## config.mk

```make
export PLATFORM = sky130hd
export DESIGN_NAME = icache_flat
export DESIGN_NICKNAME = d
export VERILOG_FILES = /design/src/rtl/icache_pkg.sv /design/src/rtl/icache_if.sv /design/src/rtl/icache_array.sv /design/src/rtl/icache.sv /design/src/flat_wrapper.sv
export SDC_FILE = /design/constraint.sdc
export NUM_CORES = 1
export LEC_CHECK = 0
export CORE_MARGIN = 2
export CORE_UTILIZATION = 34
export CTS_CLUSTER_DIAMETER = 120
export DETAILED_ROUTE_END_ITERATION = 7
export GPL_ROUTABILITY_DRIVEN = 0
export PLACE_DENSITY = 0.76
export SYNTH_ARGS = -nofsm -noshare
export SYNTH_HDL_FRONTEND = slang
export SYNTH_SLANG_ARGS = --single-unit
```

## constraint.sdc

```tcl
create_clock -name clk_in -period 1.55 [get_ports clk_in]
set_input_delay 0.31 -clock clk_in [delete_from_list [all_inputs] [get_ports clk_in]]
set_output_delay 0.31 -clock clk_in [all_outputs]
set_load 0.02 [all_outputs]
```

## src/rtl/icache_pkg.sv

```systemverilog
// icache_pkg: shared constants and types for the direct-mapped instruction cache.
package icache_pkg;

  localparam int INST_WIDTH = 32;

  // Word-fetch width code; matches the memory controller's 4-byte load encoding.
  localparam logic [2:0] FETCH_WIDTH = 3'd4;

  typedef enum logic [1:0] {
    ICACHE_IDLE = 2'd0,
    ICACHE_REQ  = 2'd1,
    ICACHE_WAIT = 2'd2
  } icache_state_t;

  // Word-aligned address of the instruction containing pc.
  function automatic logic [31:0] word_addr(input logic [31:0] pc);
    return {pc[31:2], 2'b00};
  endfunction

endpackage

```

## src/rtl/icache_if.sv

```systemverilog
// icache_if: fetch-side and memory-controller-side signals of the instruction cache.
// The slave modport is the cache's view; master is the fetcher/controller view.
interface icache_if;
  import icache_pkg::*;

  logic                  fetch_valid;
  logic [31:0]           fetch_pc;
  logic                  inst_ready;
  logic [INST_WIDTH-1:0] inst;
  logic [31:0]           inst_pc;
  logic                  mem_req;
  logic [31:0]           mem_addr;
  logic                  mem_received;
  logic                  mem_done;
  logic [INST_WIDTH-1:0] mem_data;

  modport slave (
    input  fetch_valid, fetch_pc, mem_received, mem_done, mem_data,
    output inst_ready, inst, inst_pc, mem_req, mem_addr
  );

  modport master (
    output fetch_valid, fetch_pc, mem_received, mem_done, mem_data,
    input  inst_ready, inst, inst_pc, mem_req, mem_addr
  );
endinterface

```

## src/rtl/icache_array.sv

```systemverilog
// icache_array: tag/data/valid storage, one 32-bit word per line.
// Registered writes, combinational read; valid bits clear on reset.
module icache_array
  import icache_pkg::*;
#(
  parameter int INDEX_BITS = 4
) (
  input  logic                    clk_in,
  input  logic                    rst_in,
  input  logic [INDEX_BITS-1:0]   rd_idx,
  input  logic                    wr_en,
  input  logic [INDEX_BITS-1:0]   wr_idx,
  input  logic [29-INDEX_BITS:0]  wr_tag,
  input  logic [INST_WIDTH-1:0]   wr_data,
  output logic                    rd_valid,
  output logic [29-INDEX_BITS:0]  rd_tag,
  output logic [INST_WIDTH-1:0]   rd_data
);

  localparam int LINES = 1 << INDEX_BITS;

  logic [LINES-1:0]      valid_q;
  logic [29-INDEX_BITS:0] tag_q  [LINES];
  logic [INST_WIDTH-1:0]  data_q [LINES];

  // Valid bits: cleared by reset, set when a line is filled.
  always_ff @(posedge clk_in) begin
    if (rst_in) begin
      valid_q <= '0;
    end else if (wr_en) begin
      valid_q[wr_idx] <= 1'b1;
    end
  end

  // Tag and data payload; never reset, only meaningful behind a valid bit.
  always_ff @(posedge clk_in) begin
    if (wr_en) begin
      tag_q[wr_idx]  <= wr_tag;
      data_q[wr_idx] <= wr_data;
    end
  end

  assign rd_valid = valid_q[rd_idx];
  assign rd_tag   = tag_q[rd_idx];
  assign rd_data  = data_q[rd_idx];

endmodule

```

## src/rtl/icache.sv

```systemverilog
// icache: direct-mapped instruction cache between fetch and the memory controller.
// Define ICACHE_EN to build the tag/data array; without it every fetch is
// served through the controller and fills are dropped.
module icache
  import icache_pkg::*;
#(
  parameter int INDEX_BITS = 4
) (
  input  logic    clk_in,
  input  logic    rst_in,
  input  logic    rdy_in,
  input  logic    clear,
  icache_if.slave bus
);

  icache_state_t         state_q, state_d;
  logic [31:0]           pc_q, pc_d;
  logic                  discard_q, discard_d;
  logic                  inst_ready_q, inst_ready_d;
  logic [INST_WIDTH-1:0] inst_q, inst_d;
  logic [31:0]           inst_pc_q, inst_pc_d;
  logic                  mem_req_q, mem_req_d;
  logic [31:0]           mem_addr_q, mem_addr_d;

  logic                  accept;
  logic                  hit;
  logic [INST_WIDTH-1:0] hit_data;

  // The cycle carrying inst_ready blocks acceptance so a stale pc is not re-served.
  assign accept = bus.fetch_valid && !inst_ready_q && !clear;

`ifdef ICACHE_EN
  localparam int TAG_BITS = 30 - INDEX_BITS;

  logic                  rd_valid;
  logic [TAG_BITS-1:0]   rd_tag;
  logic [INST_WIDTH-1:0] rd_data;
  logic                  wr_en;

  // Fill happens even when the fetch was discarded: instructions are immutable.
  assign wr_en = rdy_in && !rst_in && (state_q == ICACHE_WAIT) && bus.mem_done;

  icache_array #(.INDEX_BITS(INDEX_BITS)) u_array (
    .clk_in   (clk_in),
    .rst_in   (rst_in),
    .rd_idx   (bus.fetch_pc[INDEX_BITS+1:2]),
    .wr_en    (wr_en),
    .wr_idx   (pc_q[INDEX_BITS+1:2]),
    .wr_tag   (pc_q[31:INDEX_BITS+2]),
    .wr_data  (bus.mem_data),
    .rd_valid (rd_valid),
    .rd_tag   (rd_tag),
    .rd_data  (rd_data)
  );

  assign hit      = rd_valid && (rd_tag == bus.fetch_pc[31:INDEX_BITS+2]);
  assign hit_data = rd_data;
`else
  assign hit      = 1'b0;
  assign hit_data = '0;
`endif

  // State and registered outputs; rdy_in low freezes everything.
  always_ff @(posedge clk_in) begin
    if (rst_in) begin
      state_q      <= ICACHE_IDLE;
      pc_q         <= '0;
      discard_q    <= 1'b0;
      inst_ready_q <= 1'b0;
      inst_q       <= '0;
      inst_pc_q    <= '0;
      mem_req_q    <= 1'b0;
      mem_addr_q   <= '0;
    end else if (rdy_in) begin
      state_q      <= state_d;
      pc_q         <= pc_d;
      discard_q    <= discard_d;
      inst_ready_q <= inst_ready_d;
      inst_q       <= inst_d;
      inst_pc_q    <= inst_pc_d;
      mem_req_q    <= mem_req_d;
      mem_addr_q   <= mem_addr_d;
    end
  end

  // Next-state: misses walk REQ -> WAIT; clear before acceptance by the controller aborts.
  always_comb begin
    state_d = state_q;
    case (state_q)
      ICACHE_IDLE: if (accept && !hit) state_d = ICACHE_REQ;
      ICACHE_REQ: begin
        if (bus.mem_received) state_d = ICACHE_WAIT;
        else if (clear)       state_d = ICACHE_IDLE;
      end
      ICACHE_WAIT: if (bus.mem_done) state_d = ICACHE_IDLE;
      default:     state_d = ICACHE_IDLE;
    endcase
  end

  // Output/datapath next values: hit reply, request issue, discard tracking, fill reply.
  always_comb begin
    pc_d         = pc_q;
    discard_d    = discard_q;
    inst_ready_d = 1'b0;
    inst_d       = inst_q;
    inst_pc_d    = inst_pc_q;
    mem_req_d    = mem_req_q;
    mem_addr_d   = mem_addr_q;
    case (state_q)
      ICACHE_IDLE: begin
        if (accept) begin
          pc_d = bus.fetch_pc;
          if (hit) begin
            inst_ready_d = 1'b1;
            inst_d       = hit_data;
            inst_pc_d    = bus.fetch_pc;
          end else begin
            mem_req_d  = 1'b1;
            mem_addr_d = word_addr(bus.fetch_pc);
          end
        end
      end
      ICACHE_REQ: begin
        if (bus.mem_received) begin
          mem_req_d = 1'b0;
          discard_d = discard_q || clear;
        end else if (clear) begin
          mem_req_d = 1'b0;
        end
      end
      ICACHE_WAIT: begin
        discard_d = discard_q || clear;
        if (bus.mem_done) begin
          discard_d = 1'b0;
          if (!(discard_q || clear)) begin
            inst_ready_d = 1'b1;
            inst_d       = bus.mem_data;
            inst_pc_d    = pc_q;
          end
        end
      end
      default: begin
        mem_req_d = 1'b0;
        discard_d = 1'b0;
      end
    endcase
  end

  assign bus.inst_ready = inst_ready_q;
  assign bus.inst       = inst_q;
  assign bus.inst_pc    = inst_pc_q;
  assign bus.mem_req    = mem_req_q;
  assign bus.mem_addr   = mem_addr_q;

endmodule

```

## src/flat_wrapper.sv

```systemverilog
// flat-port wrapper written by rule: the top's interface ports become plain ports
module icache_flat import icache_pkg::*;
#(
  parameter int INDEX_BITS = 4
)
  (clk_in, rst_in, rdy_in, clear, bus_fetch_valid, bus_fetch_pc, bus_mem_received, bus_mem_done, bus_mem_data, bus_inst_ready, bus_inst, bus_inst_pc, bus_mem_req, bus_mem_addr);
  icache_if bus_i ();
  input  logic clk_in;
  input  logic rst_in;
  input  logic rdy_in;
  input  logic clear;
  input wire logic [$bits(bus_i.fetch_valid)-1:0] bus_fetch_valid;
  input wire logic [$bits(bus_i.fetch_pc)-1:0] bus_fetch_pc;
  input wire logic [$bits(bus_i.mem_received)-1:0] bus_mem_received;
  input wire logic [$bits(bus_i.mem_done)-1:0] bus_mem_done;
  input wire logic [$bits(bus_i.mem_data)-1:0] bus_mem_data;
  output wire logic [$bits(bus_i.inst_ready)-1:0] bus_inst_ready;
  output wire logic [$bits(bus_i.inst)-1:0] bus_inst;
  output wire logic [$bits(bus_i.inst_pc)-1:0] bus_inst_pc;
  output wire logic [$bits(bus_i.mem_req)-1:0] bus_mem_req;
  output wire logic [$bits(bus_i.mem_addr)-1:0] bus_mem_addr;
  assign bus_i.fetch_valid = bus_fetch_valid;
  assign bus_i.fetch_pc = bus_fetch_pc;
  assign bus_i.mem_received = bus_mem_received;
  assign bus_i.mem_done = bus_mem_done;
  assign bus_i.mem_data = bus_mem_data;
  assign bus_inst_ready = bus_i.inst_ready;
  assign bus_inst = bus_i.inst;
  assign bus_inst_pc = bus_i.inst_pc;
  assign bus_mem_req = bus_i.mem_req;
  assign bus_mem_addr = bus_i.mem_addr;
  icache #(.INDEX_BITS(INDEX_BITS)) u_core (.clk_in(clk_in), .rst_in(rst_in), .rdy_in(rdy_in), .clear(clear), .bus(bus_i));
endmodule
```

==> results.yml <==
global_route:
  grt_max_degree: 55
  overflow: 0
  met2_usage_pct: 33.0
  track_usage_pct: 18.7
  antenna_found_initial: 0
  grt_pass1_wl_mm: 19.6
  use_met1_pct: 21.5
  grt.met3_usage_pct: 5.17
  grt_pass1_vias: 3984
  grt-busiest-layer: "met2"
sta:
  clock_skew_ps: 7.05
  timing.final.crit_period_ps: 1440
  fin_hold_ws_ps: 373
  max_freq_ghz: 0.692
  maxSlewViolCount: 0
  finalCritPeriodShare_pct: 93.2
  finalSetupViolCount: 0
  rsz0062_at_grt: "no"
  finalHoldViolCount: 0
  setup_ws_ps: 106
setup_path:
  timing_worst_setup_path_type: "in2reg"
  required_ps: 1800
  cp_data_arrival_time_ps: 1700
  critPathTopFamily: "buffers and inverters"
  crit_fanout: 32
  cp_slowest_stage_delay_ps: 500
  worst_setup_path_start_kind: "input pin"
  path_cells: "clkdlybuf4s50_1 -> nor4bb_4 -> buf_12 -> nand3_1 -> a21oi_1"
  slowest_stage: "clkdlybuf4s50_1"
  path_buf_inv: 2
  end_kind: "register"
drt:
  ant_nets: 0
  drtPass1Iterations: 5
  vias_per_cell: 5.37
  initialDrtViolationCount: 255
  routed_wl_mm: 12.5
  vias: 4165
  routedWlPerCell_um: 16.1
  drcViolationCount: 0
cells_and_area:
  final_core_util_pct: 50.7
  multiInputGateArea_mm2: 0.00173
  nNetsFinal: 697
  fillers: 1164
  regArea_mm2: 0.00202
  antenna_cells: 0
  stdcell_count: 775
  syn2layout_area_growth_pct: 45.6
  layout-drive-gt1-share_pct: 6.69
  final_cell_area_mm2: 0.00609
clock_tree:
  cts_root_buffer: "clkbuf_16"
  cts_resized: 96
  insertion_delay_ps: 340
  cts_hold_buf: 0
  clockBufferDepth: 2
  post_cts_buffers: 0
  clock_sinks: 101
  cts_tree: "yes"
  cts_buffers: 9
  htree_num_levels: 3
  clkTransAtPathRegs_ps: 70
logic_synthesis:
  netlist_instances: 508
  ys_types: 26
  synth_seq_cells: 101
  syn_area_mm2: 0.00419
  ys.warnings.count: 0
  avgSynthCellArea_um2: 8.24
  ys_seq_area_share_pct: 48.3
pwr:
  peakVddDrop_mv: 0.489
  powerDensity_mw_per_mm2: 925
  total_leakage_power_nw: 2.50
floorplan:
  die_w_um: 115
  fp-row-count: 40
  die_area_mm2: 0.0132
  fp.coreArea_mm2: 0.0120
  design.portCount: 169
  die_y_um: 115
  initial_core_util_pct: 34.8
placement:
  portBuffers: 166
  dp_slack_ps: -290
  place_inst: 759
  dp_hpwl_mm: 8.57
  placed_area_mm2: 0.00588
flow_run:
  cap_violations: 0
min_path:
  min_path_type: "in2reg"
status:
  outcome: "finished clean"
report_power, final:
part / internal, W / switching (W)
sequential: 0.00263 / 0.0000265
combinational: 0.000300 / 0.000318
clock: 0.00141 / 0.000945
final cells by class:
cell class	instances	share of cell area [%]
sequential	101	33.2
inverter	4	0.246
clock buffer	12	3.88
timing repair buffer	188	30.1
clock inverter	4	1.19
tap	147	3.02
multi-input combinational	319	28.4
synthesized netlist by cell type:
| library cell | instances | area share (%) |
|---|---|---|
| nand3b_1 | 1 | 0.18 |
| inv_2 | 1 | 0.090 |
| inv_1 | 3 | 0.27 |
| or3b_1 | 1 | 0.21 |
| nor2_1 | 1 | 0.090 |
| and4bb_1 | 1 | 0.30 |
| a21oi_1 | 97 | 12 |
| nor2b_1 | 3 | 0.45 |
| nand4bb_1 | 2 | 0.54 |
| ha_1 | 3 | 0.90 |
| o21ai_0 | 79 | 9.4 |
| conb_1 | 1 | 0.090 |
| a311oi_1 | 1 | 0.21 |
| nor3b_1 | 1 | 0.18 |
| buf_2 | 11 | 1.3 |
| mux2i_1 | 3 | 0.72 |
| o21ai_1 | 18 | 2.2 |
| a31oi_1 | 1 | 0.15 |
| nor4bb_1 | 1 | 0.24 |
| nand3_1 | 96 | 11 |
| clkbuf_1 | 38 | 3.4 |
| buf_4 | 35 | 6.3 |
| o2111ai_1 | 2 | 0.42 |
| nand2b_1 | 6 | 0.90 |
| buf_1 | 1 | 0.090 |
| dfxtp_1 | 101 | 48 |
worst register-to-register path, stage by stage, from the launching register on:
cell,delay (ps)
dfxtp_1,370
inv_1,80
ha_1,220
inv_1,150
buf_12,210
o21ai_1,100
a21oi_1,190
kinds of logic after synthesis:
kind of cell,share of synthesized area [%]
AO/OA/AOI/OAI,24.0
flip-flops,48.3
adder cells (fa/ha/maj),0.897
buffers and inverters,11.4
multiplexers,0.718
other,0.0896
AND/OR/NAND/NOR,14.6
sequential cells by signal, indices dropped and copies added, names as in the netlist:
name                   cells
u_core.bus.inst           32
u_core.bus.inst_pc        32
u_core.bus.inst_ready      1
u_core.bus.mem_addr        1
u_core.bus.mem_req         1
u_core.discard_q           1
u_core.pc_q               31
u_core.state_q             2
cell usage in the layout, fill, tap and decap left out:
| master | n |
|---|---|
| bufinv_16 | 2 |
| clkinv_2 | 1 |
| o21ai_1 | 18 |
| ha_2 | 1 |
| inv_2 | 1 |
| conb_1 | 2 |
| o2111ai_1 | 1 |
| o2111ai_2 | 1 |
| clkdlybuf4s50_1 | 67 |
| nor2b_1 | 3 |
| inv_1 | 3 |
| dfxtp_1 | 101 |
| nor2_1 | 1 |
| nor3b_1 | 1 |
| clkinvlp_4 | 1 |
| nor4bb_4 | 1 |
| nand3b_1 | 1 |
| mux2i_1 | 3 |
| a31oi_1 | 1 |
| and4bb_2 | 1 |
| buf_12 | 10 |
| clkbuf_16 | 9 |
| ha_1 | 2 |
| o21ai_0 | 79 |
| nand2b_1 | 6 |
| nand4bb_1 | 1 |
| dlymetal6s2s_1 | 2 |
| dlygate4sd2_1 | 96 |
| buf_4 | 13 |
| clkbuf_1 | 3 |
| or3b_1 | 1 |
| a21oi_1 | 97 |
| a311oi_1 | 1 |
| nand3_1 | 96 |
| nand4bb_4 | 1 |
worst paths after layout:
kind | startpoint | endpoint | slack [ps] | cells past startpoint
max | bus_fetch_valid | u_core.pc_q[17]$_SDFFE_PP0P_ | 110 | 5
min | rst_in | u_core.bus.inst[16]$_SDFFE_PP0P_ | 370 | 2
max reg2reg | u_core.state_q[1]$_SDFFE_PP0P_ | u_core.pc_q[17]$_SDFFE_PP0P_ | 150 | 6
min reg2reg | u_core.pc_q[0]$_SDFFE_PP0P_ | u_core.bus.inst_pc[0]$_SDFFE_PP0P_ | 470 | 2
through the flow:
step	TNS, ps	total power (W)
floorplan	0	0.00302
global placement	-20250	0.00334
detailed placement	-24120	0.00335
CTS	0	0.00569
global route	0	0.00584
finish	0	0.00564
per-layer routing:
metal  share of wire, %  wire length [um]
met3                7.2               901
met4                1.7               217
met5                  0                 0
met1                 42              5180
met2                 49              6170
Power figures use the tool's default switching activity.
